<file path="src/rtl/digest_output_serializer_if.sv">
// Output stream bus of the digest serializer: one WORD_W word per valid/ready transfer.
// The last word of a digest is flagged with out_last.
interface digest_output_serializer_if #(
   parameter int WORD_W = 32
);
   logic              out_valid;
   logic              out_ready;
   logic              out_last;
   logic [WORD_W-1:0] out_data;

   modport master (
      output out_valid,
      output out_last,
      output out_data,
      input  out_ready
   );

   modport slave (
      input  out_valid,
      input  out_last,
      input  out_data,
      output out_ready
   );
endinterface

</file>
<file path="src/rtl/digest_output_serializer.sv">
// Snapshots a NUM_WORDS*WORD_W digest on start and streams it out MSW (H0) first over
// a valid/ready bus; pulses done once the final word has been accepted.
module digest_output_serializer #(
   parameter int WORD_W    = 32,
   parameter int NUM_WORDS = 8
) (
   input  logic                        clk,
   input  logic                        reset_n,
   input  logic                        start,
   input  logic                        abort,
   input  logic [WORD_W*NUM_WORDS-1:0] digest_in,
   output logic                        busy,
   output logic                        done,
   digest_output_serializer_if.master  out_bus
);
   localparam int DIGEST_W = WORD_W * NUM_WORDS;
   localparam int IDX_W    = (NUM_WORDS > 1) ? $clog2(NUM_WORDS) : 1;
   localparam logic [IDX_W-1:0] LAST_IDX = IDX_W'(NUM_WORDS - 1);

   localparam logic [1:0] ST_IDLE = 2'd0;
   localparam logic [1:0] ST_SEND = 2'd1;
   localparam logic [1:0] ST_DONE = 2'd2;

   logic [1:0]          r_state;
   logic [DIGEST_W-1:0] r_shadow;
   logic [IDX_W-1:0]    r_idx;
   logic [WORD_W-1:0]   r_out_data;
   logic                r_out_valid;
   logic                r_busy;
   logic                r_done;

   logic [WORD_W-1:0]   w_words [NUM_WORDS];
   logic [IDX_W-1:0]    w_next_idx;
   logic                w_transfer;
   logic                w_last;

   // Word 0 is the most significant slice of the digest (big-endian order).
   for (genvar g = 0; g < NUM_WORDS; g++) begin : g_word
      assign w_words[g] = r_shadow[DIGEST_W-1-WORD_W*g -: WORD_W];
   end

   assign w_next_idx = r_idx + 1'b1;
   assign w_transfer = r_out_valid & out_bus.out_ready;
   assign w_last     = (r_state == ST_SEND) && (r_idx == LAST_IDX);

   // out_data is loaded one word ahead from the shadow, so out_ready never reaches
   // out_data/out_valid combinationally.
   always_ff @(posedge clk or negedge reset_n) begin
      // NOTE: every register here uses <=, so all of them update from the same pre-edge
      // values and the branch order below cannot create read-after-write races.
      if (!reset_n) begin
         // NOTE: the shadow is plain flops rather than a memory, so it is cleared with
         // the rest of the state; a RAM-based snapshot would be left out of reset.
         r_state     <= ST_IDLE;
         r_shadow    <= '0;
         r_idx       <= '0;
         r_out_data  <= '0;
         r_out_valid <= 1'b0;
         r_busy      <= 1'b0;
         r_done      <= 1'b0;
      end else begin
         r_done <= 1'b0;
         case (r_state)
            ST_IDLE: begin
               if (start) begin
                  r_state     <= ST_SEND;
                  r_shadow    <= digest_in;
                  r_idx       <= '0;
                  r_out_data  <= digest_in[DIGEST_W-1 -: WORD_W];
                  r_out_valid <= 1'b1;
                  r_busy      <= 1'b1;
               end
            end

            ST_SEND: begin
               if (abort) begin
                  r_state     <= ST_IDLE;
                  r_out_valid <= 1'b0;
                  r_busy      <= 1'b0;
               end else if (w_transfer) begin
                  if (r_idx == LAST_IDX) begin
                     r_state     <= ST_DONE;
                     r_out_valid <= 1'b0;
                     r_done      <= 1'b1;
                  end else begin
                     r_idx      <= w_next_idx;
                     r_out_data <= w_words[w_next_idx];
                  end
               end
            end

            ST_DONE: begin
               // start here is deliberately dropped; capture happens only from IDLE.
               r_state <= ST_IDLE;
               r_busy  <= 1'b0;
            end

            default: begin
               r_state     <= ST_IDLE;
               r_out_valid <= 1'b0;
               r_busy      <= 1'b0;
            end
         endcase
      end
   end

   assign out_bus.out_valid = r_out_valid;
   assign out_bus.out_data  = r_out_data;
   assign out_bus.out_last  = w_last;
   assign busy              = r_busy;
   assign done              = r_done;
endmodule

</file>
<file path="src/flat_wrapper.sv">
// flat-port wrapper written by rule: the top's interface ports become plain ports
module digest_output_serializer_flat 
#(
   parameter int WORD_W    = 32,
   parameter int NUM_WORDS = 8
)
  (clk, reset_n, start, abort, digest_in, busy, done, out_bus_out_valid, out_bus_out_last, out_bus_out_data, out_bus_out_ready);
  digest_output_serializer_if #(.WORD_W(WORD_W)) out_bus_i ();
  input  logic clk;
  input  logic reset_n;
  input  logic start;
  input  logic abort;
  input  logic [WORD_W*NUM_WORDS-1:0] digest_in;
  output logic busy;
  output logic done;
  output wire logic [$bits(out_bus_i.out_valid)-1:0] out_bus_out_valid;
  output wire logic [$bits(out_bus_i.out_last)-1:0] out_bus_out_last;
  output wire logic [$bits(out_bus_i.out_data)-1:0] out_bus_out_data;
  input wire logic [$bits(out_bus_i.out_ready)-1:0] out_bus_out_ready;
  assign out_bus_out_valid = out_bus_i.out_valid;
  assign out_bus_out_last = out_bus_i.out_last;
  assign out_bus_out_data = out_bus_i.out_data;
  assign out_bus_i.out_ready = out_bus_out_ready;
  digest_output_serializer #(.WORD_W(WORD_W), .NUM_WORDS(NUM_WORDS)) u_core (.clk(clk), .reset_n(reset_n), .start(start), .abort(abort), .digest_in(digest_in), .busy(busy), .done(done), .out_bus(out_bus_i));
endmodule
</file>
<file path="config.mk">
export PLATFORM = sky130hd
export DESIGN_NAME = digest_output_serializer_flat
export DESIGN_NICKNAME = d
export VERILOG_FILES = /design/src/rtl/digest_output_serializer_if.sv /design/src/rtl/digest_output_serializer.sv /design/src/flat_wrapper.sv
export SDC_FILE = /design/constraint.sdc
export NUM_CORES = 1
export LEC_CHECK = 0
export CAP_MARGIN = 20
export CORE_ASPECT_RATIO = 1.2
export CORE_UTILIZATION = 51
export CTS_CLUSTER_SIZE = 16
export DETAILED_ROUTE_END_ITERATION = 10
export PLACE_DENSITY = 0.82
export SLEW_MARGIN = 25
export SYNTH_ARGS = -nofsm -noshare
export SYNTH_HDL_FRONTEND = slang
export SYNTH_SLANG_ARGS = --single-unit
</file>
<file path="constraint.sdc">
create_clock -name clk -period 2.7 [get_ports clk]
set_input_delay 0.54 -clock clk [delete_from_list [all_inputs] [get_ports clk]]
set_output_delay 0.54 -clock clk [all_outputs]
set_load 0.01 [all_outputs]
</file>
# == Yosys cells after proc, flatten, opt, wreduce, memory -nomap -nowiden ==
# Cells that the tools add are included.
# totals
regBits,296
inputBits,261
word_cells,59
# op_classes
add_sub_neg,1
n_lt_le_gt_ge,1
n_eq_ne,10
muxes,29
n_bitwise,3
n_reduce_logical,8
# op_table
cell,count
$mux W32,6
$bmux W32 S3,1
$pmux W32 S2,1
$mux W3,4
$mux W1,9
$mux W2,4
$ne A2 B2 Y1 const B,4
$pmux W3 S2,1
$reduce_and A5 Y1,1
$ge A4 B4 Y1 const B,1
$not A3 Y4,1
$pmux W2 S2,1
$reduce_and A2 Y1,2
$reduce_and A4 Y1,1
$add A3 B1 Y3 const B,1
$eq A3 B3 Y1 const B,1
$ne A3 B2 Y1 const B,1
$ne A3 B3 Y1 const B,1
$pmux W1 S3,1
$reduce_and A3 Y1,1
$eq A2 B1 Y1 const B,1
$eq A2 B2 Y1 const B,1
$logic_not A2 Y1,1
$ne A2 B1 Y1 const B,1
5 further kinds,5

# == Longest topological paths before layout ==
# depth
word_depth,9
depth_mapped,8
mapped_depth_nobuf,6

# == Worst setup path before layout ==
# No wires, ideal clock.
# synth_timing
kind,flip-flop to flip-flop
startpoint,register u_core.r_idx[0]
endpoint,"register u_core.r_out_data[25], in the netlist u_core.out_bus.out_data[25]"
t_arrival_ps,2014
path_slack_ps,605
path_stages_with_launch,9
path_cell_list,dfrtp_1 > ha_1 > ha_1 > or4b_1 > buf_2 > buf_6 > o22ai_1 > a21oi_1 > a31oi_2
# synth_via
elab_chain_cells,9
elab_cells_between_ends,12
# synth_rtl
item,line_no,text
start: declaration,digest_output_serializer.sv:26,logic [IDX_W-1:0] r_idx;
start signal: assignment,digest_output_serializer.sv:86,r_idx <= w_next_idx;
$add A3 B1 Y3,digest_output_serializer.sv:42,assign w_next_idx = r_idx + 1'b1;
$not A3 Y4 (not written as such),digest_output_serializer.sv:87,r_out_data <= w_words[w_next_idx];
$bmux W32 S3,digest_output_serializer.sv:87,
$mux W32 (not written as such) (2 in series),digest_output_serializer.sv:87,
$mux W32,digest_output_serializer.sv:81,if (r_idx == LAST_IDX) begin
$mux W32,digest_output_serializer.sv:80,end else if (w_transfer) begin
$mux W32,digest_output_serializer.sv:76,if (abort) begin
$pmux W32 S2,digest_output_serializer.sv:63,case (r_state)
end signal: assignment,digest_output_serializer.sv:69,r_out_data <= digest_in[DIGEST_W-1 -: WORD_W];
end signal: assignment,digest_output_serializer.sv:87,
end: declaration,digest_output_serializer.sv:27,logic [WORD_W-1:0] r_out_data;
# Parallel ways exist; a longest one is shown, timed or not. The select of a mux whose other input is x is not followed.
# A chain may end at the register's enable or synchronous reset.

# == Worst setup path in the final report ==
# layout_timing
startpoint,register u_core.r_idx[0]
endpoint,output out_bus_out_last
# layout_via
elab_chain_cells,2
# layout_rtl
item,line_no,text
$eq A3 B3 Y1,digest_output_serializer.sv:44,assign w_last = (r_state == ST_SEND) && (r_idx == LAST_IDX);
$logic_and A1 B1 Y1,digest_output_serializer.sv:44,
end: declaration,flat_wrapper.sv:17,output wire logic [$bits(out_bus_i.out_last)-1:0] out_bus_out_last;
# Every way passes these cells.

==> impl_summary.log <==
INFO  metric min_tclk_post_route = 2.636 ns
INFO  metric setup.worst_path.start_class = flip-flop
INFO  metric hpwl = 25,050 um
INFO  metric clock_tree_from_tritoncts = built
INFO  metric final_non_filler_cell_total = 2,120
INFO  metric grt_pass1_vias = 11.44k
INFO  metric timing_worst_slew_pin_value = 0.6534 ns
INFO  metric route.antenna.remaining_nets = 0
INFO  metric finalCritPeriodShare = 97.65%
INFO  metric synth.distinct_cells = 29
INFO  metric synth-seq-area-share = 55.49%
INFO  metric worst_r2r_path_depth = 7
INFO  metric ys_dominant_reg_cell = sky130_fd_sc_hd__dfrtp_1
INFO  metric worstSetupEndpointType = output port
INFO  metric cts.root.buffer_cell = sky130_fd_sc_hd__clkbuf_16
INFO  metric total_global_routing_track_utilization = 27.61%
INFO  metric die_area = 26,830 um2
INFO  metric synth_cells = 1,505
INFO  metric ys_async_sr_fraction = 100.0%
INFO  metric clock_sink_count = 296
INFO  metric max_cap_viol_count = 0
INFO  metric hold_path.class = flip-flop to flip-flop
INFO  metric grt_first_pass_wirelength = 57,920 um
INFO  metric syn_avg_cell_area = 8.870 um2
INFO  metric post-cts-setup-buffers = 0
INFO  metric reg2reg_setup_slack = 0.39 ns
INFO  metric power_density = 894.8 nW/um2
INFO  metric fill_cells = 1,964
INFO  metric grt_setup_unrepaired = false
INFO  metric outcome = completed
INFO  metric ys_ff_latch = 296
INFO  metric hold_depth = 2
INFO  metric placed_cells = 2,067
INFO  metric fin_area = 17,720 um2
INFO  metric area_growth_syn_to_layout = 32.78%
INFO  metric finalSetupViolCount = 0
INFO  metric grt_max_degree = 142
INFO  metric detailedRoute.firstIterationViolations = 713
INFO  metric post-route-drc-count = 0
INFO  metric hold_viol = 0
INFO  metric placementRows = 64
INFO  metric critPathRequiredTime = 2.16 ns
INFO  metric lkg_pwr = 8.645 nW
INFO  metric reg2reg_to = u_core.out_bus.out_data[19]$_DFFE_PN0P_
INFO  metric worstPathArrival = 2.10 ns
INFO  metric crit_type = flip-flop to output port
INFO  metric max_slew_violation_count = 0
INFO  metric worst_hold_slack = 0.4739 ns
INFO  metric gp_routability_congestion = 0.8519
INFO  metric max_freq = 379.3 MHz
INFO  metric worst_r2r_startpoint = u_core.r_idx[0]$_DFFE_PN0P_
INFO  metric clock_latency = 0.54 ns
INFO  metric clock_path_buffers = 3
INFO  metric floorplan.initialDensity = 52.09%
INFO  metric overflow = 0
INFO  metric layout-drive-gt1-share = 8.101%
INFO  metric worst_clock_skew = 0.005319 ns
INFO  metric route.detailed.wl_per_inst = 17.41 um
INFO  metric ioPinCount = 297
INFO  metric synth_edf_count = 0
INFO  metric worstHoldEndpoint = u_core.r_shadow[212]$_DFFE_PN0P_
INFO  metric cts.clk_slew.worst_paths = 0.06 ns
INFO  metric drtPass1Iterations = 5
INFO  metric hold_path.startpoint = u_core.r_shadow[212]$_DFFE_PN0P_
INFO  metric htree_levels = 1
INFO  metric vdd_drop_max = 0.9558 mV
INFO  metric die_w = 149.7 um
INFO  metric synth.net_count = 1,768
INFO  metric dpl-instance-area = 16,710 um2
INFO  metric routed_wire_length = 36,900 um
INFO  metric total_number_of_vias = 11.38k
INFO  metric setup_total_negative_slack = 0 ns
INFO  metric fp.coreArea = 25,620 um2
INFO  metric number_of_antenna_violations_at_the_first_check_in_global_routing = 0
INFO  metric die_h = 179.2 um
INFO  metric antennaDiodeCount = 0
INFO  metric cp_max_fo = 3
INFO  metric final_net_count = 2,033
INFO  metric synth_area = 13,350 um2
INFO  metric cts_made_buffers = 30
INFO  metric synthesis.yosys.warnings = 0
INFO  metric via_per_inst = 5.367
INFO  metric place.port_buffers = 296
INFO  metric worst_case_headroom_to_the_max_slew_limit = 56.44%
-- layer usage --
metal,vias to the layer above,GRT usage (%),part of all wire [%]
li1,5363,-,-
met1,5417,35.37,40
met2,483,46.60,50
met3,115,3.206,6.2
met4,0,13.38,4.4
met5,-,0,0
-- cell families (layout without fill, tap and decap cells) --
| group | count (synthesis) | in the layout | synth area share (%) |
|---|---|---|---|
| flops | 296 | 296 | 55.49 |
| compound gates | 136 | 136 | 6.355 |
| simple gates | 839 | 839 | 24.03 |
| fa+ha+maj | 2 | 2 | 0.1874 |
| buf+inv | 102 | 387 | 3.768 |
| mux | 130 | 130 | 10.17 |
-- cell usage after synthesis, types with 3 or more instances --
| library cell | count | area (um2) |
|---|---|---|
| sky130_fd_sc_hd__a21oi_1 | 54 | 270.3 |
| sky130_fd_sc_hd__a22oi_1 | 12 | 90.09 |
| sky130_fd_sc_hd__a31oi_1 | 28 | 175.2 |
| sky130_fd_sc_hd__a31oi_2 | 5 | 62.56 |
| sky130_fd_sc_hd__buf_1 | 3 | 11.26 |
| sky130_fd_sc_hd__buf_2 | 63 | 315.3 |
| sky130_fd_sc_hd__buf_4 | 5 | 37.54 |
| sky130_fd_sc_hd__buf_6 | 3 | 33.78 |
| sky130_fd_sc_hd__clkbuf_1 | 25 | 93.84 |
| sky130_fd_sc_hd__dfrtp_1 | 296 | 7407 |
| sky130_fd_sc_hd__inv_1 | 3 | 11.26 |
| sky130_fd_sc_hd__mux2_2 | 45 | 506.7 |
| sky130_fd_sc_hd__mux2i_1 | 85 | 850.8 |
| sky130_fd_sc_hd__nand2_1 | 769 | 2887 |
| sky130_fd_sc_hd__nand3_1 | 3 | 15.01 |
| sky130_fd_sc_hd__nor2_1 | 54 | 202.7 |
| sky130_fd_sc_hd__nor3b_1 | 4 | 30.03 |
| sky130_fd_sc_hd__o21ai_0 | 3 | 15.01 |
| sky130_fd_sc_hd__o22ai_1 | 32 | 200.2 |
-- sequential cells by signal, indices dropped and copies added, names as in the netlist --
register	count
u_core.busy	1
u_core.done	1
u_core.out_bus.out_data	32
u_core.out_bus.out_valid	1
u_core.r_idx	3
u_core.r_shadow	256
u_core.r_state	2
-- cells in the final DEF (no fill, tap or decap), drive strengths merged --
cell type,netlist,routed
a21oi,54,54
a22oi,12,12
a31oi,33,33
and2,1,1
and2b,1,1
and3,1,1
buf,74,36
bufinv,0,1
clkbuf,25,48
clkdlybuf4s50,0,295
clkinv,0,3
dfrtp,296,296
dlygate4sd3,0,1
ha,2,2
inv,3,3
mux2,45,45
mux2i,85,85
nand2,769,769
nand2b,2,2
nand3,3,3
nand4bb,2,2
nor2,54,54
nor3b,4,4
o21ai,3,3
o21bai,1,1
o22ai,32,32
o41ai,1,1
or3b,1,1
or4b,1,1
-- worst max-delay path, cell delays in order (launching register included) --
cell	delay, ns
sky130_fd_sc_hd__dfrtp_1	0.40
sky130_fd_sc_hd__ha_4	0.15
sky130_fd_sc_hd__ha_2	0.23
sky130_fd_sc_hd__and2_1	0.22
sky130_fd_sc_hd__clkdlybuf4s50_1	0.56
-- power breakdown --
| part | total, W | switching (W) | internal (W) |
|---|---|---|---|
| Clock | 0.00414 | 0.00167 | 0.00247 |
| Sequential | 0.00596 | 0.000590 | 0.00537 |
| Combinational | 0.00576 | 0.00295 | 0.00280 |
| Total | 0.0159 | 0.00521 | 0.0107 |
-- repair_timing --
| action | in CTS | in global routing |
|---|---|---|
| hold endpoints to repair | 58 | 0 |
| resized for setup | 2 | 1 |
| endpoints found under the setup margin | 1 | 1 |
| hold buffers | 1 | 0 |
-- stage by stage --
step / power [W] / utilization [%] / setup WS [ns]
final: 0.01586 / 69.17 / 0.06354
after global routing: 0.01666 / 69.17 / 0.009500
after CTS: 0.01592 / 69.16 / 0.02563
after detailed placement: 0.01176 / 65.23 / 0.3577
after global placement: 0.01160 / 65.23 / 0.4244
after floorplan: 0.009600 / - / 0.6048
-- final cells by class --
cell class / instances / area, um2 / area share (%)
clock buffers: 48 / 949.7 / 5.358
clock inverters: 4 / 45.04 / 0.2541
flip-flops and latches: 296 / 7410 / 41.80
multi-input cells: 1107 / 5480 / 30.92
repair buffers: 332 / 3416 / 19.27
well taps: 330 / 412.9 / 2.330
inverters: 3 / 11.26 / 0.06353
-- worst max path at each step --
stage / from / end / slack (ns) / cells after the start
finish: u_core.r_idx[0]$_DFFE_PN0P_ / out_bus_out_last / 0.06 / 4
global route: u_core.r_idx[0]$_DFFE_PN0P_ / out_bus_out_last / 0.009 / 4
CTS: u_core.r_state[1]$_DFFE_PN0P_ / out_bus_out_last / 0.03 / 3
detailed placement: u_core.r_idx[0]$_DFFE_PN0P_ / u_core.out_bus.out_data[25]$_DFFE_PN0P_ / 0.36 / 7
global placement: start / u_core.r_shadow[149]$_DFFE_PN0P_ / 0.42 / 5
floorplan: u_core.r_idx[0]$_DFFE_PN0P_ / u_core.out_bus.out_data[25]$_DFFE_PN0P_ / 0.60 / 8
Note: power is estimated with default switching activity, not from simulation.
